==> src/rtl/mult_ctrl_pkg.sv <==
// Shared types and constants for the shift-add multiplier controller.
// Provides the controller state encoding and the default iteration sizing.
package mult_ctrl_pkg;

  localparam int WIDTH_C_DEF = 4;
  localparam int N_ITER      = 2 ** WIDTH_C_DEF;

  typedef enum logic [1:0] {
    IDLE = 2'd0,
    LOAD = 2'd1,
    CALC = 2'd2,
    DONE = 2'd3
  } ctrl_state_t;

endpackage

==> src/rtl/seq_mult_ctrl.sv <==
// Control FSM for the shift-add sequential multiplier: start -> load pulse
// -> one add_shift/shift command per cycle until count_check -> held done.
// Ports:
//   clk, reset (async, active-low)
//   start, result_ack         : host handshake in
//   ready, busy, done         : host status out (registered)
//   load                      : one-cycle operand load pulse (registered)
//   multiplier_lsb            : datapath multiplier bit 0
//   count_check               : iteration counter at terminal value
//   add_shift, shift          : iteration commands (Mealy on multiplier_lsb)
//   seq_error                 : sticky, counter at terminal value during LOAD
module seq_mult_ctrl
  import mult_ctrl_pkg::*;
#(
  parameter int WIDTH_C = WIDTH_C_DEF
) (
  input  logic clk,
  input  logic reset,
  input  logic start,
  output logic ready,
  input  logic multiplier_lsb,
  input  logic count_check,
  output logic load,
  output logic add_shift,
  output logic shift,
  output logic busy,
  output logic done,
  input  logic result_ack,
  output logic seq_error
);

  if (WIDTH_C < 1) begin : g_bad_width
    $error("seq_mult_ctrl: WIDTH_C must be >= 1");
  end

  ctrl_state_t r_state;
  ctrl_state_t w_next;

  logic r_load;
  logic r_busy;
  logic r_done;
  logic r_ready;
  logic r_seq_error;
  logic w_calc;

  always_comb begin
    w_next = r_state;
    unique case (r_state)
      IDLE: if (start) w_next = LOAD;
      LOAD: w_next = CALC;
      CALC: if (count_check) w_next = DONE;
      DONE: begin
        if (result_ack) w_next = start ? LOAD : IDLE;
      end
      default: w_next = IDLE;
    endcase
  end

  // Status outputs are registered from the next state so they are a pure
  // function of the state register with no input-to-output path.
  always_ff @(posedge clk or negedge reset) begin
    if (!reset) begin
      r_state     <= IDLE;
      r_load      <= 1'b0;
      r_busy      <= 1'b0;
      r_done      <= 1'b0;
      r_ready     <= 1'b1;
      r_seq_error <= 1'b0;
    end else begin
      r_state <= w_next;
      r_load  <= (w_next == LOAD);
      r_busy  <= (w_next == LOAD) || (w_next == CALC);
      r_done  <= (w_next == DONE);
      r_ready <= (w_next == IDLE) || (w_next == DONE);
      // A counter already at its terminal value before the first command
      // means datapath and counter are out of step.
      if (r_state == LOAD && count_check) r_seq_error <= 1'b1;
    end
  end

  assign w_calc    = (r_state == CALC);
  assign add_shift = w_calc & multiplier_lsb;
  assign shift     = w_calc & ~multiplier_lsb;

  assign load      = r_load;
  assign busy      = r_busy;
  assign done      = r_done;
  assign ready     = r_ready;
  assign seq_error = r_seq_error;

endmodule

==> config.mk <==
export PLATFORM = sky130hd
export DESIGN_NAME = seq_mult_ctrl
export DESIGN_NICKNAME = d
export VERILOG_FILES = /design/src/rtl/mult_ctrl_pkg.sv /design/src/rtl/seq_mult_ctrl.sv
export SDC_FILE = /design/constraint.sdc
export NUM_CORES = 1
export LEC_CHECK = 0
export BUFFER_PORTS_ARGS = -buffer_cell sky130_fd_sc_hd__buf_2
export CAP_MARGIN = 20
export CORE_AREA = 5 5 42 44
export CTS_CLUSTER_SIZE = 10
export DETAILED_ROUTE_END_ITERATION = 12
export DIE_AREA = 0 0 47 49
export PLACE_DENSITY_LB_ADDON = 0.08
export SLEW_MARGIN = 0
export SYNTH_ARGS = -nofsm -noshare
export SYNTH_HDL_FRONTEND = slang
export SYNTH_SLANG_ARGS = --single-unit
==> constraint.sdc <==
create_clock -name clk -period 4.1 [get_ports clk]
set_clock_uncertainty 0.15 [all_clocks]
set_input_delay 0.615 -clock clk [delete_from_list [all_inputs] [get_ports clk]]
set_output_delay 0.615 -clock clk [all_outputs]
set_load 0.02 [all_outputs]
==> results of run 1 <==
[sequential cells by signal (all words and copies together) (netlist names)]
name	count
r_state	2
done	1
load	1
busy	1
seq_error	1
ready	1
[cells in the mapped netlist]
cell / n
o21a_1: 1
or3b_1: 1
o221a_2: 1
dfrtp_1: 6
inv_1: 1
nand3_1: 1
nand2_1: 2
ha_1: 2
and2b_2: 1
o21bai_1: 1
nor3b_1: 1
and3b_2: 1
dfstp_2: 1
clkbuf_2: 1
o21ai_0: 1
[worst max-delay path, cell delays in order (launching register included)]
cell,delay [ns]
dfrtp_1,0.45
and3b_2,0.25
buf_2,0.15
[per-layer routing]
metal  vias up  wire, um
li1        105         -
met1       102       224
met2        10       267
met3         0        81
met4         0         0
met5         -         0
[area by class of cell]
type,instances,area share [%]
flip-flops and latches,7,45.2
multi-input cells,13,26.6
repair buffers,12,15.4
clock buffers,4,6.73
well taps,16,5.13
inverters,1,0.962
[power by group through the flow]
| stage | clock (mW) | combinational [mW] | sequential [mW] |
|---|---|---|---|
| floorplan | 0 | 0.0679 | 0.145 |
| global placement | 0 | 0.123 | 0.128 |
| detailed placement | 0 | 0.127 | 0.129 |
| CTS | 0.0653 | 0.128 | 0.128 |
| global route | 0.0687 | 0.140 | 0.131 |
| finish | 0.0610 | 0.124 | 0.127 |
[kinds of logic (layout without fill, tap and decap cells)]
| family | count (synthesis) | in the layout | share of synthesized area [%] |
|---|---|---|---|
| compound gates | 4 | 4 | 10.8 |
| buf+inv | 2 | 17 | 3.03 |
| simple gates | 7 | 7 | 16.5 |
| fa+ha+maj | 2 | 2 | 8.66 |
| flops | 7 | 7 | 61.0 |
[through the flow]
step / util, % / setup WS (ns) / power, mW
after CTS: 27.9 / 2.22 / 0.321
after global placement: 26.0 / 2.29 / 0.251
after floorplan: - / 2.20 / 0.213
after global routing: 27.9 / 2.20 / 0.340
after detailed placement: 26.0 / 2.27 / 0.256
final: 27.9 / 2.23 / 0.312
[cells in the final DEF (no fill, tap or decap), types with 2 or more instances in the layout]
cell type,count
ha_1,2
dfrtp_1,6
buf_2,12
clkbuf_4,3
nand2_1,2
[how the worst max path moves through the flow]
stage	depth (start not counted)	from	to	slack [ns]
final	2	r_state[0]	add_shift	2.23
after CTS	2	r_state[0]	add_shift	2.22
after floorplan	1	multiplier_lsb	shift	2.20
after global routing	2	r_state[0]	shift	2.20
after global placement	3	multiplier_lsb	shift	2.29
after detailed placement	5	count_check	busy	2.27
==> flow_metrics.tcl, run 1 <==
set metrics [dict create \
    avgSynthCellArea_sq_um 13.1 \
    clk_latency_ns 0.24 \
    die_area_sq_mm 0.00230 \
    design_area_sq_um 390 \
    path_max_fanout 9 \
    fmax_mhz 535 \
    place_hpwl_um 456 \
    clock_path_buffers 2 \
    rsz0062_at_grt "false" \
    drc 0 \
    cts_made_buffers 3 \
    routabilityCongestion 0.644 \
    worstHoldPathType "in -> async" \
    nets 46 \
    cts-root-buf "clkbuf_4" \
    maxSlewViolCount 0 \
    drv_cap 0 \
    ys_types 15 \
    floorplan.initialDensity_pct 20.6 \
    fin_crit_sh_pct 45.6 \
    synth_area_leader_cell "dfrtp_1" \
    ys_seq_elements 7 \
    ant_nets 0 \
    post_cts_resized 0 \
    seq_area_frac_synth_pct 61.0 \
    crit_path_end_kind "primary output" \
    dr.pass1.iters 2 \
    avgRoutedWirePerCell_um 10.8 \
    max-slew-margin-rel_pct 84.5 \
    grt_util_met3_pct 3.32 \
    fin_tns_setup_ns 0 \
    die_h_um 49 \
    p_leak_nw 0.195 \
    cts_sinks 7 \
    yosys_warnings 0 \
    crit_required_ns 3.34 \
    startpoint_type "register" \
    post_cts_buffers 0 \
    register_area_sq_um 176 \
    fin_hold_ws_ns 0.0429 \
    io-pin-count 13 \
    dp.cells 49 \
    ys_top_cells_by_area "dfrtp_1 (52%), dfstp_2 (9.1%), ha_1 (8.7%), o221a_2 (3.9%), and3b_2 (3.5%)" \
    worst_slew_pin_slew_ns 0.233 \
    vias_per_cell 4.09 \
    gr-usage-met2_pct 8.14 \
    drive_above_1_share_pct 51.4 \
    crit_type "reg -> out" \
    rows 14 \
    routed_wirelength_um 573 \
    swShare_pct 38.2 \
    ir_worst_vdd_v 0.000220 \
    netlist_instances 22 \
    clock_power_share_pct 19.6 \
    powerDensity_mw_per_mm2 798 \
    core-area_sq_mm 0.00140 \
    vias 217 \
    grt.total_usage_pct 6.03 \
    grtUsageMet1_pct 6.31 \
    multi_input_area_sq_um 104 \
    n_antenna_cell 0 \
    synth_top_area_share_pct 51.9 \
    htree_num_levels 1 \
    port_buffers 12 \
    cts_hold_buf 0 \
    synth_nets 30 \
    placed_area_sq_um 364 \
    r2r_setup_slack_ns 2.50 \
    grt_max_degree 10 \
    clk_pin_slew_ns 0.05 \
    grt_pass1_wl_um 903 \
    status "complete, no violations" \
    cp.arrival_ns 1.10 \
    busiest_layer "met2" \
    worstRegToRegCells 4 \
    hold_viol_final 0 \
    grt_pass1_vias 229 \
    combPwrFrac_pct 39.7 \
    drt_iter0_markers 1 \
    rr_startpoint "r_state[0]" \
    fillers 164 \
    intPower_mw 0.193 \
    area_growth_pct 35.1 \
    final_cells 53 \
    die_x_um 47 \
    synth_area_sq_um 289 \
    p_switching_mw 0.119 \
    tritoncts "built" \
    finalSetupViolCount 0 \
    min_period_ns 1.87 \
    pwr-share-seq_pct 40.7 \
    reg2reg_to "busy" \
    overflow 0 \
    antenna_found_initial 0 \
]
Power figures use the tool's default switching activity.
==> run 2: changes to the inputs <==
==> constraint.sdc (replaced) <==
create_clock -name clk -period 1.71 [get_ports clk]
set_clock_uncertainty 0.15 [all_clocks]
set_input_delay 0.2565 -clock clk [delete_from_list [all_inputs] [get_ports clk]]
set_output_delay 0.2565 -clock clk [all_outputs]
set_load 0.02 [all_outputs]
==> run 2 against run 1 <==
Against the previous run:
- hold slack improved by 0.070 ns
- sequential share of layout area decreased by 1.9 points
- combinational power increased to 2.6 times the previous value
- global-route usage increased by 0.85 points
- power increased by 150%
- non-clock buffer count increased by 2
- final cell count increased by 3.8%
- sequential cell count unchanged
==> flow_metrics.tcl, run 2 (synthesized netlist as in run 1, its figures left out) <==
set metrics [dict create \
    post_cts_resized 0 \
    layout_common_cells "buf_2 (12), dfrtp_1 (6), clkbuf_4 (3), nand2_1 (2), ha_1 (2)" \
    io-pin-count 13 \
    intPower_mw 0.476 \
    finalSetupViolCount 0 \
    die_x_um 47 \
    cts_made_buffers 3 \
    maxSlewViolCount 0 \
    clock_power_share_pct 19.2 \
    clock_path_buffers 2 \
    fmax_mhz 627 \
    drive_above_1_share_pct 51.3 \
    largest_reg_flops 2 \
    finalPower_mw 0.765 \
    rows 14 \
    die_h_um 49 \
    avgRoutedWirePerCell_um 10.7 \
    routed_wirelength_um 588 \
    combPwrFrac_pct 42.7 \
    r2r_setup_slack_ns 0.12 \
    path_cells "or3b_1, o221a_2, ha_1, inv_1" \
    status "complete, no violations" \
    floorplan.initialDensity_pct 20.6 \
    path_max_fanout 9 \
    port_buffers 12 \
    pwr-share-seq_pct 38.1 \
    grt_pass1_vias 259 \
    rsz0062_at_grt "false" \
    startpoint_type "register" \
    powerDensity_mw_per_mm2 1870 \
    place_hpwl_um 489 \
    dr.pass1.iters 2 \
    worst_slew_pin_slew_ns 0.234 \
    cts-root-buf "clkbuf_4" \
    final.setup.worst_slack_ns 0.116 \
    n_antenna_cell 0 \
    ant_nets 0 \
    crit_type "reg -> reg" \
    drc 0 \
    overflow 0 \
    antenna_found_initial 0 \
    vias_per_cell 4.11 \
    max-slew-margin-rel_pct 84.4 \
    crit_path_end_kind "register" \
    p_switching_mw 0.289 \
    grt_max_degree 10 \
    fin_crit_sh_pct 93.2 \
    ir_worst_vdd_v 0.000486 \
    fin_tns_setup_ns 0 \
    drt_iter0_markers 4 \
    design_area_sq_um 408 \
    routabilityCongestion 0.698 \
    cp.arrival_ns 1.58 \
    swShare_pct 37.8 \
    drv_cap 0 \
    cpPeakStageDelay_ns 0.45 \
    cts_sinks 7 \
    max_flop_register "r_state" \
    grt_pass1_wl_mm 1.06 \
    vias 226 \
    clk_pin_slew_ns 0.05 \
    min_period_ns 1.59 \
    hold_viol_final 0 \
    core-area_sq_mm 0.00140 \
    crit_required_ns 1.70 \
    die_area_sq_mm 0.00230 \
    htree_num_levels 1 \
    crit_buf_inv 1 \
    path_delay_family "flip-flops" \
    tritoncts "built" \
    clk_latency_ns 0.24 \
    worstHoldPathType "in -> reg" \
    cp_slowest_cell "dfrtp_1" \
    post_cts_buffers 0 \
    p_leak_nw 0.204 \
    area_growth_pct 41.1 \
    placed_area_sq_um 372 \
    dpl_worst_slack_ns 0.107 \
    cts_hold_buf 1 \
    nets 48 \
    final_common_cell "buf_2" \
    grt.total_usage_pct 6.88 \
]
==> run 2: worst paths after layout <==
kind / startpoint / to / cells past startpoint
setup / recovery: r_state[0] / busy / 4
hold / removal: count_check / seq_error / 3
setup reg to reg: r_state[0] / busy / 4
hold reg to reg: seq_error / seq_error / 1
max in group asynchronous: reset / ready / 2
min in group asynchronous: reset / load / 2
==> run 2: power groups by stage <==
stage	Clock (mW)	Combinational (mW)	Sequential, mW
2_1_floorplan	0	0.163	0.349
3_3_place_gp	0	0.327	0.292
3_5_place_dp	0	0.333	0.295
4_1_cts	0.157	0.336	0.293
5_1_grt	0.168	0.356	0.305
6_report	0.147	0.326	0.291
==> run 2: stage by stage <==
step	util, %	hold slack, ns	cells
after floorplan	-	-0.189	22
final	29.1	0.113	55
after global routing	29.1	0.117	55
after CTS	29.1	0.107	55
after detailed placement	26.5	-0.0537	50
after global placement	26.5	-0.0573	50
==> run 2: layout make-up <==
cell class              instances  area, sq um
repair buffers                 14         77.6
well taps                      16         20.0
multi-input cells              13          104
clock buffers                   4         26.3
inverters                       1         3.75
flip-flops and latches          7          176
fillers                       170          993
==> run 2: metal layers <==
metal	up-vias	global-route usage (%)	part of all wire, %	wire length, um
li1	111	-	-	-
met1	105	6.29	37	220
met2	10	9.73	47	278
met3	0	5.17	15	89
met4	0	5.53	0	0
met5	-	0	0	0
==> run 2: tightest hold or removal path: stages <==
cell,delay (ns)
buf_2,0.10
nand2_1,0.05
o21bai_1,0.05
